<file path="src/rtl/mem_arbiter.sv">
// Two-port (instruction/data) to single-RAM arbiter with a 3-state registered FSM; data side wins by default.
// Optional starvation guard for the instruction side enabled by defining MEM_ARB_FAIRNESS_EN.
module mem_arbiter #(
  parameter int STARVE_LIMIT = 4
) (
  input  logic        CLK,
  input  logic        nRST,
  input  logic        iREN,
  input  logic [31:0] iaddr,
  output logic        iwait,
  output logic [31:0] iload,
  input  logic        dREN,
  input  logic        dWEN,
  input  logic [31:0] daddr,
  input  logic [31:0] dstore,
  output logic        dwait,
  output logic [31:0] dload,
  output logic        ramREN,
  output logic        ramWEN,
  output logic [31:0] ramaddr,
  output logic [31:0] ramstore,
  input  logic [31:0] ramload,
  input  logic        ram_ack,
  output logic [1:0]  arb_state
);

  typedef enum logic [1:0] {
    IDLE = 2'b00,
    IACC = 2'b01,
    DACC = 2'b10
  } state_t;

  state_t r_state;
  state_t w_next;
  logic   w_dreq;
  logic   w_iack;
  logic   w_dack;
  logic   w_ipriority;

  assign w_dreq = dREN | dWEN;
  assign w_iack = (r_state == IACC) && iREN && ram_ack;
  assign w_dack = (r_state == DACC) && w_dreq && ram_ack;

`ifdef MEM_ARB_FAIRNESS_EN
  localparam logic [7:0] LIMIT_C = 8'(STARVE_LIMIT);
  logic [7:0] r_starve;

  // Counts data completions that happened while an instruction fetch was waiting.
  always_ff @(posedge CLK or negedge nRST) begin
    if (!nRST) begin
      r_starve <= '0;
    end else if (!iREN || w_iack) begin
      r_starve <= '0;
    end else if (w_dack && (r_starve != 8'hFF)) begin
      r_starve <= r_starve + 8'd1;
    end
  end

  assign w_ipriority = iREN && (r_starve >= LIMIT_C);
`else
  assign w_ipriority = 1'b0;
`endif

  always_comb begin
    w_next = r_state;
    case (r_state)
      IDLE: begin
        if (w_dreq && !w_ipriority) w_next = DACC;
        else if (iREN)              w_next = IACC;
      end
      IACC:    if (!iREN || ram_ack)   w_next = IDLE;
      DACC:    if (!w_dreq || ram_ack) w_next = IDLE;
      default: w_next = IDLE;
    endcase
  end

  always_ff @(posedge CLK or negedge nRST) begin
    if (!nRST) r_state <= IDLE;
    else       r_state <= w_next;
  end

  // Strobes follow the live request so a dropped request releases the RAM in the same cycle.
  always_comb begin
    ramREN   = 1'b0;
    ramWEN   = 1'b0;
    ramaddr  = '0;
    ramstore = '0;
    iwait    = iREN;
    dwait    = w_dreq;
    iload    = '0;
    dload    = '0;
    case (r_state)
      IACC: begin
        if (iREN) begin
          ramREN  = 1'b1;
          ramaddr = iaddr;
        end
        if (w_iack) begin
          iwait = 1'b0;
          iload = ramload;
        end
      end
      DACC: begin
        if (dWEN) begin
          ramWEN   = 1'b1;
          ramaddr  = daddr;
          ramstore = dstore;
        end else if (dREN) begin
          ramREN  = 1'b1;
          ramaddr = daddr;
        end
        if (w_dack) begin
          dwait = 1'b0;
          if (!dWEN) dload = ramload;
        end
      end
      default: ;
    endcase
  end

  assign arb_state = r_state;

endmodule

</file>
<file path="config.mk">
export PLATFORM = sky130hd
export DESIGN_NAME = mem_arbiter
export DESIGN_NICKNAME = d
export VERILOG_FILES = /design/src/rtl/mem_arbiter.sv
export SDC_FILE = /design/constraint.sdc
export NUM_CORES = 1
export LEC_CHECK = 0
export ABC_AREA = 1
export CAP_MARGIN = 20
export CORE_AREA = 2 2 105 107
export CTS_BUF_LIST = sky130_fd_sc_hd__clkbuf_8
export DETAILED_ROUTE_END_ITERATION = 10
export DIE_AREA = 0 0 107 109
export GPL_TIMING_DRIVEN = 1
export HOLD_SLACK_MARGIN = 0.03
export PLACE_DENSITY = 0.68
export SLEW_MARGIN = 10
export SYNTH_ARGS = -nofsm -noshare
export SYNTH_HDL_FRONTEND = slang
export SYNTH_SLANG_ARGS = --single-unit
</file>
<file path="constraint.sdc">
create_clock -name CLK -period 3 [get_ports CLK]
set_clock_uncertainty 0.05 [all_clocks]
set_input_delay 0.3 -clock CLK [delete_from_list [all_inputs] [get_ports CLK]]
set_output_delay 0.3 -clock CLK [all_outputs]
set_load 0.005 [all_outputs]
</file>
==> impl_results.md <==
* Largest net degree at the start of global routing at 33
* Routed Antenna Nets at 0
* ANT cells at 0
* Hold Buf Count CTS at 0
* Initial DRC count at 166
* CP top delay family: simple AND/OR/NAND/NOR gates
* Worst path depth at 5
* Power per cell area at 294.7 mW/mm²
* Gp weighted congestion at 0.8633
* Max-slew violations at 0
* Longest individual stage delay on the worst path at approximately 550 ps
* Crit path arrival time at 2360 ps
* DR DRC count at 0
* DR WL/cell at 12.38 µm
* Core Box Area at 0.01060 mm²
* Max FFs per register at 2
* Core Rows at 38
* Total GRT Usage at 14.09%
* Worst-Margin Slew at roughly 590 ps
* CP required at 2650 ps
* Final Util at 41.86%
* Critical Path Slowest Stage Cell: clkdlybuf4s50_1
* CP endpoint kind: output port
* Worst-Skew Late Latency at 210 ps
* Final nets at 716
* Max IR drop VDD at 0.0001737 V
* Highest fanout seen on the critical path at 32
* Initial antenna violation count at 0
* Seq/Total Area, Yosys at 2.963%
* Leak at 1.799 nW
* Crit path cell chain: inv_1, ha_1, nand3_4, nor3_2, clkdlybuf4s50_1
* Synth-to-layout area growth at 162.7%
* Syn nets at about 460
* Final worst path period need at 2714 ps
* I/O pin total at 268
* Status: complete, no violations
* #FFs+latches synth at 2
* Final Hold Fails at 0
* Placed Area at roughly 0.0044 mm²
* WL final at around 9000 µm
* Initial Util at 15.93%
* TNS Setup at 0 ps
* Share of layout cells above drive strength 1 at 9.391%
* Total CTS buffers at 3
* Synth top area share at 17.78%
* IO buf count at 267
* Reg2reg end: arb_state[1]
* Die width at 107 µm
* Clock tree from TritonCTS: done
* R2R cell count at 6
* Reg area at 50.05 µm²
* CP Buf/Inv Count at 2
* Type of the worst setup path: flip-flop to output port
* Slew headroom at 60.50%
* Max_cap viols at 0
* Period utilization at 90.48%
* Yosys cell types at 20
* Post_cts resized at 0
* Mapped Area at 0.001689 mm²
* Mean Syn Cell Area at 5.246 µm²
* DR vias/cell at 3.992
* Reg2Reg Launch Point: arb_state[0]
* Ys Warns at 0
* First-pass GRT wire length at approximately 13,000 µm
* Die height at between 100 and 150 µm
* R2r setup slk at 1610 ps
* Max frequency at 0.3684 GHz
* Synth Instances at 322
* Clock-pin slew on the worst setup and hold paths at 30 ps
* Cell accounting for the most synthesized area: nor3_2
* Die ar. at 0.01166 mm²
* Via count at 2,854
* Clk sink count at 2
* RSZ-0062 raised after global routing: false
* Bufs on Longest Clock Path at 2
* HP Class: primary input to asynchronous set/reset pin
* Fillcell total at 1,090
* Setup bufs post-CTS at 0
* Number of global-route vias before repair at around 2.9k
* Synth top area cells: nor3_2, inv_1, nand2_1
* CTS root buffer: clkbuf_8
* H-tree depth at 1
* Setup Viol. Count Final at 0
* Startpoint types: flip-flop
* Router iterations before antenna repair at 4
* Detailed Place HPWL at 7433 µm
* Design Area, Final at 0.004438 mm²
* Footprint of the multi-input gates at 0.001184 mm²
* Overflow after GRT at 0
[cell families (layout without fill, tap and decap cells)]
logic type	after synthesis	after routing	synth area share [%]
adder cells (fa/ha/maj)	5	5	3.704
flip-flops	2	2	2.963
AND/OR/NAND/NOR	184	184	56.15
buffers and inverters	97	350	27.11
AO/OA/AOI/OAI	34	34	10.07
[where the power goes]
group | switching, mW | internal (mW)
Clock | 0.0189 | 0.0846
Sequential | 0.0130 | 0.0358
Combinational | 0.565 | 0.591
[metal layers]
| metal | global-route usage [%] | vias to the layer above | part of all wire, % | wire, µm |
|---|---|---|---|---|
| li1 | - | 1458 | - | - |
| met3 | 5.081 | 22 | 12 | 1047 |
| met4 | 6.030 | 0 | 3.5 | 312 |
| met2 | 26.16 | 166 | 49 | 4358 |
| met1 | 14.24 | 1208 | 35 | 3136 |
| met5 | 0 | - | 0 | 0 |
[synth_stat cells]
library cell	n
nor2_1	59
nor2_2	9
nor2_4	1
nand4_1	2
buf_2	3
inv_2	3
nand3_1	7
dfrtp_1	2
nand2_2	1
a21oi_1	34
buf_4	6
ha_1	5
nand3_4	1
nand2_4	1
inv_1	73
nand2_1	71
nor3_2	30
nor3_1	2
clkbuf_1	3
buf_6	9
[how the worst max path moves through the flow]
stage,from,end,slack [ps]
detailed placement,dWEN,dload[27],340
floorplan,arb_state[0],ramaddr[0],1390
CTS,arb_state[0],dload[27],270
global route,arb_state[0],dload[0],90
finish,arb_state[0],dload[27],290
global placement,dWEN,dload[31],370
[cell usage in the layout, fill, tap and decap left out]
cell             count
nand2_2              2
nand3_4              1
dfrtp_1              2
nand2_4              1
nor3_1               2
ha_1                 5
buf_4                4
inv_1               73
a21oi_1             34
nand3_1              7
nand2_1             70
nor3_2              30
nor2_1              59
nand4_1              2
inv_2                3
clkdlybuf4s50_1    267
nor2_4               1
nor2_2               9
clkbuf_8             3
[metrics by stage]
stage               cells  power (mW)  worst slack (ps)  hold WS [ps]
global route          715       1.431             87.07         205.1
CTS                   715       1.332             265.8         210.0
detailed placement    712       1.220             338.8         426.9
global placement      712       1.201             367.6         421.5
floorplan             322      0.6040              1392        -45.59
finish                715       1.308             285.7         210.1
[layout make-up]
| cell class | count | share of cell area [%] |
|---|---|---|
| Clock buffer | 3 | 0.9304 |
| Multi-Input combinational cell | 223 | 26.67 |
| Tap cell | 140 | 3.947 |
| Inverter | 76 | 6.428 |
| Sequential cell | 2 | 1.128 |
| Timing Repair Buffer | 271 | 60.90 |
(Power assumes the default switching activity.)
